File: src/rtl/id_exe_ctrl_reg_pkg.sv
// Shared RV32I decode encodings: opcodes, ALU/branch opcode enums and the decoded control bundle.
// The EXE ALU imports this package so both sides agree on the encodings.
package id_exe_ctrl_reg_pkg;

  localparam int DATA_WIDTH = 32;

  localparam logic [6:0] OP_R      = 7'b0110011;
  localparam logic [6:0] OP_IALU   = 7'b0010011;
  localparam logic [6:0] OP_LOAD   = 7'b0000011;
  localparam logic [6:0] OP_STORE  = 7'b0100011;
  localparam logic [6:0] OP_BRANCH = 7'b1100011;
  localparam logic [6:0] OP_LUI    = 7'b0110111;
  localparam logic [6:0] OP_AUIPC  = 7'b0010111;
  localparam logic [6:0] OP_JAL    = 7'b1101111;
  localparam logic [6:0] OP_JALR   = 7'b1100111;

  typedef enum logic [3:0] {
    ALU_ADD  = 4'd0, ALU_SUB = 4'd1, ALU_SLL = 4'd2, ALU_SLT = 4'd3, ALU_SLTU = 4'd4,
    ALU_XOR  = 4'd5, ALU_SRL = 4'd6, ALU_SRA = 4'd7, ALU_OR  = 4'd8, ALU_AND  = 4'd9
  } alu_op_e;

  typedef enum logic [2:0] {
    BR_NONE = 3'd0, BR_BEQ = 3'd1, BR_BNE = 3'd2, BR_BLT = 3'd3,
    BR_BGE  = 3'd4, BR_BLTU = 3'd5, BR_BGEU = 3'd6
  } br_op_e;

  typedef struct packed {
    alu_op_e                 alu;
    br_op_e                  br;
    logic [DATA_WIDTH-1:0]   imm;
    logic                    src_imm;
    logic [4:0]              rs1;
    logic [4:0]              rs2;
    logic [4:0]              rd;
    logic                    reg_write;
    logic                    mem_read;
    logic                    mem_write;
    logic                    jal;
    logic                    jalr;
    logic                    illegal;
  } dec_t;

  // funct7[5] selects sub only for register-register ops; it selects sra for both.
  function automatic alu_op_e alu_from_f3(input logic [2:0] f3, input logic alt, input logic is_r);
    case (f3)
      3'b000:  return (is_r && alt) ? ALU_SUB : ALU_ADD;
      3'b001:  return ALU_SLL;
      3'b010:  return ALU_SLT;
      3'b011:  return ALU_SLTU;
      3'b100:  return ALU_XOR;
      3'b101:  return alt ? ALU_SRA : ALU_SRL;
      3'b110:  return ALU_OR;
      default: return ALU_AND;
    endcase
  endfunction

  function automatic logic [DATA_WIDTH-1:0] sext32(input logic [31:0] v);
    return DATA_WIDTH'($signed(v));
  endfunction

endpackage

File: src/rtl/id_exe_ctrl_reg_decoder.sv
// Combinational RV32I decoder: instruction word to control bundle plus source-register usage.
module id_decoder
  import id_exe_ctrl_reg_pkg::*;
(
  input  logic [31:0] instr_i,
  output dec_t        dec_o,
  output logic        rs1_used_o,
  output logic        rs2_used_o
);

  logic [6:0]  opc;
  logic [6:0]  f7;
  logic [2:0]  f3;
  logic [31:0] imm_i, imm_s, imm_b, imm_u, imm_j, imm_sh;

  assign opc    = instr_i[6:0];
  assign f3     = instr_i[14:12];
  assign f7     = instr_i[31:25];
  assign imm_i  = {{20{instr_i[31]}}, instr_i[31:20]};
  assign imm_s  = {{20{instr_i[31]}}, instr_i[31:25], instr_i[11:7]};
  assign imm_b  = {{19{instr_i[31]}}, instr_i[31], instr_i[7], instr_i[30:25], instr_i[11:8], 1'b0};
  assign imm_u  = {instr_i[31:12], 12'b0};
  assign imm_j  = {{11{instr_i[31]}}, instr_i[31], instr_i[19:12], instr_i[20], instr_i[30:21], 1'b0};
  assign imm_sh = {27'b0, instr_i[24:20]};

  always_comb begin
    dec_o      = '0;
    dec_o.rs1  = instr_i[19:15];
    dec_o.rs2  = instr_i[24:20];
    dec_o.rd   = instr_i[11:7];
    rs1_used_o = 1'b1;
    rs2_used_o = 1'b0;
    case (opc)
      OP_R: begin
        dec_o.alu       = alu_from_f3(f3, f7[5], 1'b1);
        dec_o.reg_write = 1'b1;
        rs2_used_o      = 1'b1;
      end
      OP_IALU: begin
        dec_o.alu       = alu_from_f3(f3, f7[5], 1'b0);
        dec_o.imm       = sext32(imm_i);
        dec_o.src_imm   = 1'b1;
        dec_o.reg_write = 1'b1;
        // Shift-immediates carry only the shamt; funct7 must be a known shift variant.
        if (f3 == 3'b001 || f3 == 3'b101) begin
          dec_o.imm     = sext32(imm_sh);
          dec_o.illegal = (f7 != 7'b0000000) && (f7 != 7'b0100000);
        end
      end
      OP_LOAD: begin
        dec_o.imm       = sext32(imm_i);
        dec_o.src_imm   = 1'b1;
        dec_o.reg_write = 1'b1;
        dec_o.mem_read  = 1'b1;
      end
      OP_STORE: begin
        dec_o.imm       = sext32(imm_s);
        dec_o.src_imm   = 1'b1;
        dec_o.mem_write = 1'b1;
        rs2_used_o      = 1'b1;
      end
      OP_BRANCH: begin
        dec_o.alu  = ALU_SUB;
        dec_o.imm  = sext32(imm_b);
        rs2_used_o = 1'b1;
        case (f3)
          3'b000:  dec_o.br = BR_BEQ;
          3'b001:  dec_o.br = BR_BNE;
          3'b100:  dec_o.br = BR_BLT;
          3'b101:  dec_o.br = BR_BGE;
          3'b110:  dec_o.br = BR_BLTU;
          3'b111:  dec_o.br = BR_BGEU;
          default: dec_o.illegal = 1'b1;
        endcase
      end
      OP_LUI: begin
        dec_o.rs1       = 5'd0;
        dec_o.imm       = sext32(imm_u);
        dec_o.src_imm   = 1'b1;
        dec_o.reg_write = 1'b1;
        rs1_used_o      = 1'b0;
      end
      OP_AUIPC: begin
        dec_o.imm       = sext32(imm_u);
        dec_o.src_imm   = 1'b1;
        dec_o.reg_write = 1'b1;
        rs1_used_o      = 1'b0;
      end
      OP_JAL: begin
        dec_o.imm       = sext32(imm_j);
        dec_o.src_imm   = 1'b1;
        dec_o.reg_write = 1'b1;
        dec_o.jal       = 1'b1;
        rs1_used_o      = 1'b0;
      end
      OP_JALR: begin
        dec_o.imm       = sext32(imm_i);
        dec_o.src_imm   = 1'b1;
        dec_o.reg_write = 1'b1;
        dec_o.jalr      = 1'b1;
      end
      default: dec_o.illegal = 1'b1;
    endcase
    if (dec_o.rd == 5'd0) dec_o.reg_write = 1'b0;
    if (dec_o.illegal) begin
      dec_o.reg_write = 1'b0;
      dec_o.mem_read  = 1'b0;
      dec_o.mem_write = 1'b0;
      dec_o.jal       = 1'b0;
      dec_o.jalr      = 1'b0;
      dec_o.br        = BR_NONE;
    end
  end

endmodule

File: src/rtl/id_exe_ctrl_reg.sv
// ID/EXE pipeline register: decodes the ID instruction and registers it into EXE,
// inserting bubbles for flush, invalid slots and load-use hazards.
module id_exe_ctrl_reg
  import id_exe_ctrl_reg_pkg::*;
(
  input  logic                  clk,
  input  logic                  rst_n,
  input  logic                  id_valid,
  input  logic [31:0]           id_instr,
  input  logic [DATA_WIDTH-1:0] id_pc,
  input  logic                  hold,
  input  logic                  flush,
  output logic                  load_use_stall,
  output logic                  exe_valid,
  output logic [DATA_WIDTH-1:0] exe_pc,
  output logic [3:0]            exe_alu_ctrl,
  output logic [2:0]            exe_br_ctrl,
  output logic [DATA_WIDTH-1:0] exe_imm,
  output logic                  exe_alu_src_imm,
  output logic [4:0]            exe_rs1,
  output logic [4:0]            exe_rs2,
  output logic [4:0]            exe_rd,
  output logic                  exe_reg_write,
  output logic                  exe_mem_read,
  output logic                  exe_mem_write,
  output logic                  exe_jal,
  output logic                  exe_jalr,
  output logic                  exe_illegal
);

  dec_t                  dec;
  logic                  rs1_used, rs2_used;
  dec_t                  exe_q, exe_d;
  logic                  valid_q, valid_d;
  logic [DATA_WIDTH-1:0] pc_q, pc_d;

  id_decoder u_dec (
    .instr_i    (id_instr),
    .dec_o      (dec),
    .rs1_used_o (rs1_used),
    .rs2_used_o (rs2_used)
  );

  // A load in EXE whose destination feeds the ID instruction must wait one cycle.
  assign load_use_stall = valid_q & exe_q.mem_read & (exe_q.rd != 5'd0) & id_valid &
                          (((exe_q.rd == dec.rs1) & rs1_used) | ((exe_q.rd == dec.rs2) & rs2_used));

  always_comb begin
    exe_d   = exe_q;
    valid_d = valid_q;
    pc_d    = pc_q;
    if (!hold) begin
      exe_d   = dec;
      pc_d    = id_pc;
      valid_d = id_valid;
      if (flush || load_use_stall || !id_valid) begin
        valid_d         = 1'b0;
        exe_d.reg_write = 1'b0;
        exe_d.mem_read  = 1'b0;
        exe_d.mem_write = 1'b0;
        exe_d.jal       = 1'b0;
        exe_d.jalr      = 1'b0;
        exe_d.illegal   = 1'b0;
        exe_d.br        = BR_NONE;
      end
    end
  end

  always_ff @(posedge clk or negedge rst_n) begin
    if (!rst_n) begin
      exe_q   <= '0;
      valid_q <= 1'b0;
      pc_q    <= '0;
    end else begin
      exe_q   <= exe_d;
      valid_q <= valid_d;
      pc_q    <= pc_d;
    end
  end

  assign exe_valid       = valid_q;
  assign exe_pc          = pc_q;
  assign exe_alu_ctrl    = exe_q.alu;
  assign exe_br_ctrl     = exe_q.br;
  assign exe_imm         = exe_q.imm;
  assign exe_alu_src_imm = exe_q.src_imm;
  assign exe_rs1         = exe_q.rs1;
  assign exe_rs2         = exe_q.rs2;
  assign exe_rd          = exe_q.rd;
  assign exe_reg_write   = exe_q.reg_write;
  assign exe_mem_read    = exe_q.mem_read;
  assign exe_mem_write   = exe_q.mem_write;
  assign exe_jal         = exe_q.jal;
  assign exe_jalr        = exe_q.jalr;
  assign exe_illegal     = exe_q.illegal;

endmodule

File: config.mk
export PLATFORM = sky130hd
export DESIGN_NAME = id_exe_ctrl_reg
export DESIGN_NICKNAME = d
export VERILOG_FILES = /design/src/rtl/id_exe_ctrl_reg_pkg.sv /design/src/rtl/id_exe_ctrl_reg_decoder.sv /design/src/rtl/id_exe_ctrl_reg.sv
export SDC_FILE = /design/constraint.sdc
export NUM_CORES = 1
export LEC_CHECK = 0
export ABC_AREA = 1
export CAP_MARGIN = 20
export CORE_MARGIN = 3
export CORE_UTILIZATION = 41
export DETAILED_ROUTE_END_ITERATION = 10
export PLACE_DENSITY = 0.87
export SETUP_SLACK_MARGIN = 0.1
export SYNTH_ARGS = -nofsm -noshare
export SYNTH_HDL_FRONTEND = slang
export SYNTH_SLANG_ARGS = --single-unit
File: constraint.sdc
create_clock -name clk -period 1.7 [get_ports clk]
set_clock_uncertainty 0.2 [all_clocks]
set_input_delay 0.34 -clock clk [delete_from_list [all_inputs] [get_ports clk]]
set_output_delay 0.34 -clock clk [all_outputs]
set_load 0.02 [all_outputs]
== After elaboration in Yosys (flattened, before gate mapping) ==
Cells that the tools add are included.
Storage, ports and cells
  flip-flop bits (word level): 94
  word-level logic and storage cells: 85
Cells by class
  equality and inequality tests: 19
  multiplexer cells: 27
  bitwise logic cells: 7
  reduce and logical (&&, ||, !) cells: 17
Operators by type and width (count)
  $pmux 32 s6: 1
  $pmux 4 s7: 2
  $mux 32: 1
  $eq 7x6->1 const B: 3
  $eq 7x7->1 const B: 3
  $reduce_or 7->1: 3
  $pmux 3 s6: 1
  $eq 7x5->1 const B: 2
  $mux 1: 14
  $eq 3x3->1 const B: 4
  $pmux 4 s3: 1
  $eq 5x5->1: 2
  $mux 5: 2
  $mux 3: 3
  $eq 7x2->1 const B: 1
  $ne 7x6->1 const B: 1
  $reduce_bool 7->1: 1
  $and 1x1->1: 6
  $eq 3x2->1 const B: 2
  $mux 6: 1
  $reduce_or 3->1: 2
  $reduce_or 6->1: 1
  $logic_not 5->1: 1
  $reduce_bool 5->1: 1
  other kinds (8): 11

== Depth between registers and ports, before layout ==
Gate-level depths: netlist (run 1).
  depth in word-level cells: 9
  mapped depth: 15
  gate-level depth less buffers: 13

== Hierarchy ==
A second synthesis (run 1) with hierarchy kept.
Second synthesis, totals
  cell total of the unflattened synthesis: 691
  area, all modules: 4971.0 µm²
By module, submodules not included
  id_exe_ctrl_reg: instances 1, cells each 443, area an instance 3751.1 µm²
  id_decoder: instances 1, cells each 248, area an instance 1219.9 µm²

== Worst setup path after synthesis (run 1) ==
OpenSTA, ideal clock, no wires.
  kind: input to output
  from: input id_instr[3]
  to: output load_use_stall
  data arrival time: 1428 ps
  data required time: 1160 ps
  setup slack: -268 ps
  stages: 13
  path buffers: 2
  cell sequence: inv_1 nand2_1 nor2_4 nand2_2 buf_6 nand3_1 nand2_1 nor2_1 nand3_1 nand2_1 nand2_2 buf_6 inv_1
On the way
  word-level cells in the longest chain between the ends: 6
Ends and longest elaborated chain
  start, declared: RTL line id_exe_ctrl_reg.sv:9  | input logic [31:0] id_instr,
  $eq 7x6->1 (tied with other cells): RTL line id_exe_ctrl_reg_decoder.sv:33  | case (opc)
  $mux 5 or $reduce_or 3->1 (tied branches)
  $eq 5x5->1 or $mux 1 (tied branches): RTL line id_exe_ctrl_reg.sv:46, id_exe_ctrl_reg_decoder.sv:33
  $and 1x1->1: RTL line id_exe_ctrl_reg.sv:46  | (((exe_q.rd == dec.rs1) & rs1_used) | ((exe_q.rd == dec.rs2) & rs2_used));
  $or 1x1->1 (*): RTL line id_exe_ctrl_reg.sv:46
  $and 1x1->1 (*): RTL line id_exe_ctrl_reg.sv:45  | assign load_use_stall = valid_q & exe_q.mem_read & (exe_q.rd != 5'd0) & id_valid &
  end, declared: RTL line id_exe_ctrl_reg.sv:13  | output logic load_use_stall,
Every way passes the cells marked *; elsewhere a longest branch is shown, timed or not.

== Final worst setup path (run 1) ==
  from: input id_instr[19]
  to: output load_use_stall
On the way
  word-level cells in the longest chain between the ends: 5
Ends and longest elaborated chain (RTL line)
  $mux 5: id_exe_ctrl_reg_decoder.sv:33
  $eq 5x5->1: id_exe_ctrl_reg.sv:46
  $and 1x1->1: id_exe_ctrl_reg.sv:46
  $or 1x1->1: id_exe_ctrl_reg.sv:46
  $and 1x1->1: id_exe_ctrl_reg.sv:45
Every way passes these cells.

==> flow_metrics.tcl, run 1 <==
set metrics [dict create \
    ir_drop_uv 472 \
    crit_path_max_fanout 3 \
    drc 0 \
    wl_mm 16.2 \
    syn2layout_area_growth_pct 65.2 \
    dpl_cell_area_mm2 0.00690 \
    multi_input_area_mm2 0.00220 \
    slew_viol_final 0 \
    dieHeight_um 111 \
    ys_ff_latch 94 \
    fin_total_pwr_mw 5.44 \
    min_period_ns 2.22 \
    synth_top_family_by_area "simple AND/OR/NAND/NOR gates" \
    place_congestion 0.897 \
    initial_core_util_pct 42.8 \
    worst_path_most_repeated_cell "nand2_1" \
    cts_root_buffer "clkbuf_8" \
    slowest_delay_ns 0.55 \
    htreeDepth 3 \
    wire_per_inst_um 16.6 \
    slew-limit-headroom_pct 78.0 \
    finalInstanceArea_mm2 0.00740 \
    route.met2.wl_mm 8.21 \
    synth_warnings 0 \
    syn_area_mm2 0.00448 \
    die_w_um 111 \
    rsz0062_at_grt "yes" \
    track_usage_pct 25.8 \
    synthAdderAreaFrac_pct 0 \
    ys_types 31 \
    status "complete, but fails checks" \
    synth.area.mux_share_pct 0 \
    fillers 832 \
    grt_max_degree 44 \
    regArea_mm2 0.00235 \
    fp-row-count 37 \
    cts_buffer_depth 2 \
    synth_compound_area_share_pct 6.59 \
    setup_viol 32 \
    antenna_found_initial 1 \
    via_per_inst 5.01 \
    path_clk_slew_ns 0.08 \
    grt_pass1_vias 5029 \
    hold_path.class "in2async" \
    cts_buffers 9 \
    r2r_setup_slack_ns -0.13 \
    syn_area_per_cell_um2 7.82 \
    path_cells "clkdlybuf4s50_1, nand2_1, nand2_1, nand2_1, nor2_2, nand3_2, nand2_2, nand2_4, inv_6, buf_6" \
    mostFrequentLayoutCells "253 x nand2_1, 93 x dfrtp_1, 72 x buf_4" \
    dr.pass1.iters 6 \
    top_layer "met4" \
    grt_pass1_wl_mm 25.4 \
    final_nets 900 \
    leakage_nw 4.13 \
    required_ns 1.16 \
    violations "setup timing" \
    tightest_slew_ns 0.329 \
    die_area_mm2 0.0122 \
    synthSimpleGateAreaFrac_pct 34.2 \
    hold-worst-slack_ns 0.199 \
    vias 4879 \
    critPathBufInv 3 \
    critPathArrivalTime_ns 1.68 \
    start_kind "input pin" \
    clock-sinks 94 \
    placement.io_buffers 163 \
    wl_met3_um 914 \
    cp_top_family "buffers and inverters" \
    overflow 0 \
    clk_latency_ns 0.37 \
    synthXorXnorAreaFrac_pct 0.782 \
    cpMaxStageDelayCell "clkdlybuf4s50_1" \
    tritoncts "built" \
    detail-route-antenna-nets 0 \
    dpl.hpwl_mm 11.2 \
    postSynthCellCount 573 \
    drive_gt1_share_pct 38.6 \
    criticalPathCategory "in2out" \
    layout_commonest_cell "nand2_1" \
    timing.final.crit_share_pct 130 \
    drt_iter0_markers 409 \
    critPathCaptureType "output pin" \
    fmax_ghz 0.451 \
    hold_violations 0 \
    wl_met1_mm 6.54 \
    p_per_area_mw_per_mm2 735 \
    synth_fp_nets 642 \
    drv_cap 0 \
    ys_seq_area_share_pct 52.5 \
    tns_ns -2.66 \
    core-area_mm2 0.0105 \
    ios 164 \
    setup_ws_ns -0.516 \
]
[layout make-up]
class / instances / share of cell area, %
flip-flops and latches: 94 / 31.8
inverters: 40 / 2.61
multi-input cells: 416 / 29.7
clock inverters: 6 / 1.59
diodes: 1 / 0.0338
clock buffers: 10 / 1.73
repair buffers: 270 / 30.2
well taps: 136 / 2.30
[worst reg2reg max path, stage by stage, from the launching register on]
cell	delay [ns]
dfrtp_1	0.41
buf_6	0.15
inv_2	0.04
nand3_2	0.05
nand2_1	0.07
nor2_2	0.13
nand3_2	0.09
nand2_2	0.11
nand2_4	0.07
buf_4	0.14
buf_6	0.13
nand3_1	0.07
nand2_1	0.06
[sequential cells by signal, indices dropped and copies added (netlist names), 3 cells and up]
| register | cells |
|---|---|
| exe_rs1 | 5 |
| exe_alu_ctrl | 4 |
| exe_rd | 5 |
| exe_pc | 32 |
| exe_br_ctrl | 3 |
| exe_rs2 | 5 |
| exe_imm | 32 |
[cells in the mapped netlist (all sizes together)]
library cell | count | area (µm²)
o221ai | 1 | 8.76
o31ai | 2 | 28.8
o21ai | 30 | 176
nand3 | 38 | 200
o22ai | 5 | 31.3
a31oi | 2 | 12.5
inv | 40 | 150
nand3b | 2 | 27.5
nor3b | 1 | 12.5
nand2 | 287 | 1110
buf | 5 | 42.5
dfrtp | 94 | 2350
nor2 | 29 | 139
nand4 | 4 | 25.0
nor3 | 4 | 20.0
a21oi | 3 | 15.0
xor2 | 4 | 35.0
clkbuf | 19 | 71.3
a21o | 1 | 7.51
o211ai | 2 | 15.0
[logic make-up after synthesis]
kind of cell    after synthesis
simple gates                365
flops                        94
buf+inv                      64
compound gates               46
xor+xnor                      4
[per-stage QoR]
stage	worst slack (ns)	std cells	util [%]
after global routing	-0.554	973	70.7
after detailed placement	-1.41	930	65.9
after CTS	-0.479	962	72.9
final	-0.516	973	70.7
after floorplan	-0.197	573	-
after global placement	-1.37	930	65.9
[path summary, 6_finish.rpt]
kind / start / end / depth (start not counted)
hold / removal: rst_n / exe_rs2[2]$_DFFE_PN0N_ / 2
min in group clk: id_instr[18] / exe_imm[18]$_DFFE_PN0N_ / 5
setup / recovery: id_instr[19] / load_use_stall / 10
setup reg to reg: exe_rd[4]$_DFFE_PN0N_ / exe_mem_read$_DFFE_PN0N_ / 12
hold reg to reg: exe_imm[16]$_DFFE_PN0N_ / exe_imm[16]$_DFFE_PN0N_ / 2
max in group asynchronous: rst_n / exe_alu_ctrl[1]$_DFFE_PN0N_ / 3
[routing by layer]
| metal | vias up | track usage, % |
|---|---|---|
| li1 | 2303 | - |
| met1 | 2323 | 32.7 |
| met2 | 214 | 42.7 |
| met3 | 39 | 5.04 |
| met4 | 0 | 11.9 |
| met5 | - | 0 |
[power breakdown]
part | internal [mW] | switching [mW] | total [mW]
combinational | 0.514 | 0.659 | 1.17
clock | 0.994 | 0.833 | 1.83
sequential | 2.36 | 0.0789 | 2.44
[what timing repair did]
item / in CTS / in global routing
hold endpoints to repair: 94 / 0
gates cloned: 2 / 0
resized for setup: 399 / 121
setup endpoints to repair: 142 / 132
buffers inserted: 13 / 12
hold buffers: 1 / 0
pin swaps: 38 / 29
Power figures use the tool's default switching activity.
==> run 2: changes to the inputs <==
Settings changed: CTS_CLUSTER_SIZE from default to 14.
==> results of run 2 <==
Same layout as run 1: the final DEF is identical, and so are final timing and power.
==> run 3: changes to the inputs <==
Settings changed: CORE_UTILIZATION 41 to 42, CTS_BUF_LIST from default to sky130_fd_sc_hd__clkbuf_4 sky130_fd_sc_hd__clkbuf_8, PLACE_DENSITY 0.87 to 0.88, SKIP_LAST_GASP from default to 1.
==> flow_metrics.tcl, run 3 (synthesis gave the netlist of run 1 again) <==
set metrics [dict create \
    tightest_slew_ns 0.510 \
    diodes 0 \
    crit_path_max_fanout 3 \
    core-area_mm2 0.0103 \
    dr.pass1.iters 5 \
    grt_pass1_vias 4961 \
    clk_latency_ns 0.36 \
    mostFrequentLayoutCells "260 x nand2_1, 92 x dfrtp_1, 64 x buf_4" \
    die_w_um 109 \
    antenna_found_initial 0 \
    die_area_mm2 0.0119 \
    place_inst 921 \
    critPathCaptureType "output pin" \
    tns_ns -4.71 \
    dpl.hpwl_mm 10.9 \
    dpl_worst_slack_ns -1.36 \
    grt_max_degree 95 \
    cts_buffer_depth 2 \
    ir_drop_uv 488 \
    wl_mm 16.5 \
    setup_viol 31 \
    vias 4987 \
    clock-sinks 94 \
    drt_iter0_markers 400 \
    r2r_cells 11 \
    fp-row-count 37 \
    dieHeight_um 109 \
    htreeDepth 3 \
    drc 0 \
    leakage_nw 4.01 \
    wire_per_inst_um 17.3 \
    fin_total_pwr_mw 5.05 \
    place_congestion 0.921 \
    fmax_ghz 0.436 \
    hold_path_depth 2 \
    track_usage_pct 26.7 \
    overflow 0 \
    cts_root_buffer "clkbuf_8" \
    start_kind "input pin" \
    ios 164 \
    tritoncts "built" \
    hold_path.class "in2reg" \
    regArea_mm2 0.00235 \
    final_nets 884 \
    status "complete, but fails checks" \
    fin_cells 954 \
    slew_viol_final 0 \
    slowest_delay_ns 0.59 \
    criticalPathCategory "in2out" \
    path_clk_slew_ns 0.09 \
    setup_ws_ns -0.595 \
    initial_core_util_pct 43.4 \
    hold-worst-slack_ns 0.0683 \
    via_per_inst 5.23 \
    layout_commonest_cell "nand2_1" \
    fillers 732 \
    rsz0062_at_grt "yes" \
    slew-limit-headroom_pct 66.0 \
    required_ns 1.16 \
    min_period_ns 2.30 \
    timing.final.crit_share_pct 135 \
    grt_pass1_wl_mm 24.6 \
    cpMaxStageDelayCell "clkdlybuf4s50_1" \
    syn2layout_area_growth_pct 62.5 \
    multi_input_area_mm2 0.00215 \
    violations "setup timing" \
    detail-route-antenna-nets 0 \
    critPathArrivalTime_ns 1.76 \
    drive_gt1_share_pct 35.9 \
    hold_violations 0 \
    placement.io_buffers 163 \
    drv_cap 0 \
    cts_buffers 9 \
    p_per_area_mw_per_mm2 694 \
    path_cells "clkdlybuf4s50_1, nand2_2, nand2_1, nand2_1, nor2_1, nand3_1, nand2_2, nand2_4, inv_6, buf_6" \
]
[run 3: path summary, 6_finish.rpt]
kind                                   startpoint                     endpoint  slack, ns
setup / recovery                     id_instr[15]               load_use_stall      -0.60
hold / removal                               hold  exe_alu_ctrl[3]$_DFFE_PN0N_       0.07
setup reg to reg            exe_rd[2]$_DFFE_PN0N_   exe_br_ctrl[2]$_DFFE_PN0N_      -0.25
hold reg to reg            exe_imm[9]$_DFFE_PN0N_       exe_imm[9]$_DFFE_PN0N_       0.29
max in group asynchronous                   rst_n       exe_pc[22]$_DFFE_PN0N_       0.53
min in group asynchronous                   rst_n       exe_rs1[2]$_DFFE_PN0N_       0.36
[run 3: worst max-delay path: cells and delay by family]
family | cells | cell delay, ns
buffers and inverters | 3 | 0.74
AND/OR/NAND/NOR | 7 | 0.67
[run 3: what timing repair did]
action | CTS | global route
gates resized for setup | 329 | 122
pin swaps | 33 | 28
hold buffers | 1 | 0
buffers inserted | 13 | 12
hold endpoints to repair | 94 | 0
gates cloned | 1 | 1
endpoints found under the setup margin | 142 | 104
[run 3: routing by layer]
| layer | up-vias | share of wire (%) | GRT usage, % | wire [µm] |
|---|---|---|---|---|
| li1 | 2274 | - | - | - |
| met1 | 2369 | 37 | 31.2 | 6070 |
| met2 | 281 | 51 | 45.8 | 8430 |
| met3 | 63 | 8.2 | 7.16 | 1360 |
| met4 | 0 | 3.6 | 12.0 | 600 |
| met5 | - | 0 | 0 | 0 |
[run 3: power by group]
| part | internal (mW) | leakage, nW | switching (mW) |
|---|---|---|---|
| registers | 2.36 | 1.22 | 0.0837 |
| clock network | 0.679 | 0.0876 | 0.776 |
| logic | 0.501 | 2.71 | 0.654 |
[run 3: cell type report]
| type | instances | area share (%) |
|---|---|---|
| repair buffers | 254 | 30.7 |
| inverters | 40 | 2.54 |
| clock buffers | 10 | 1.81 |
| well taps | 136 | 2.34 |
| clock inverters | 4 | 0.688 |
| flip-flops and latches | 94 | 32.4 |
| multi-input cells | 416 | 29.6 |
[run 3: metrics by stage]
step / cell area, µm² / util [%]
after global routing: 7280 / 70.5
after floorplan: 4550 / -
final: 7280 / 70.5
after CTS: 7320 / 70.9
after global placement: 6820 / 66.1
after detailed placement: 6820 / 66.1
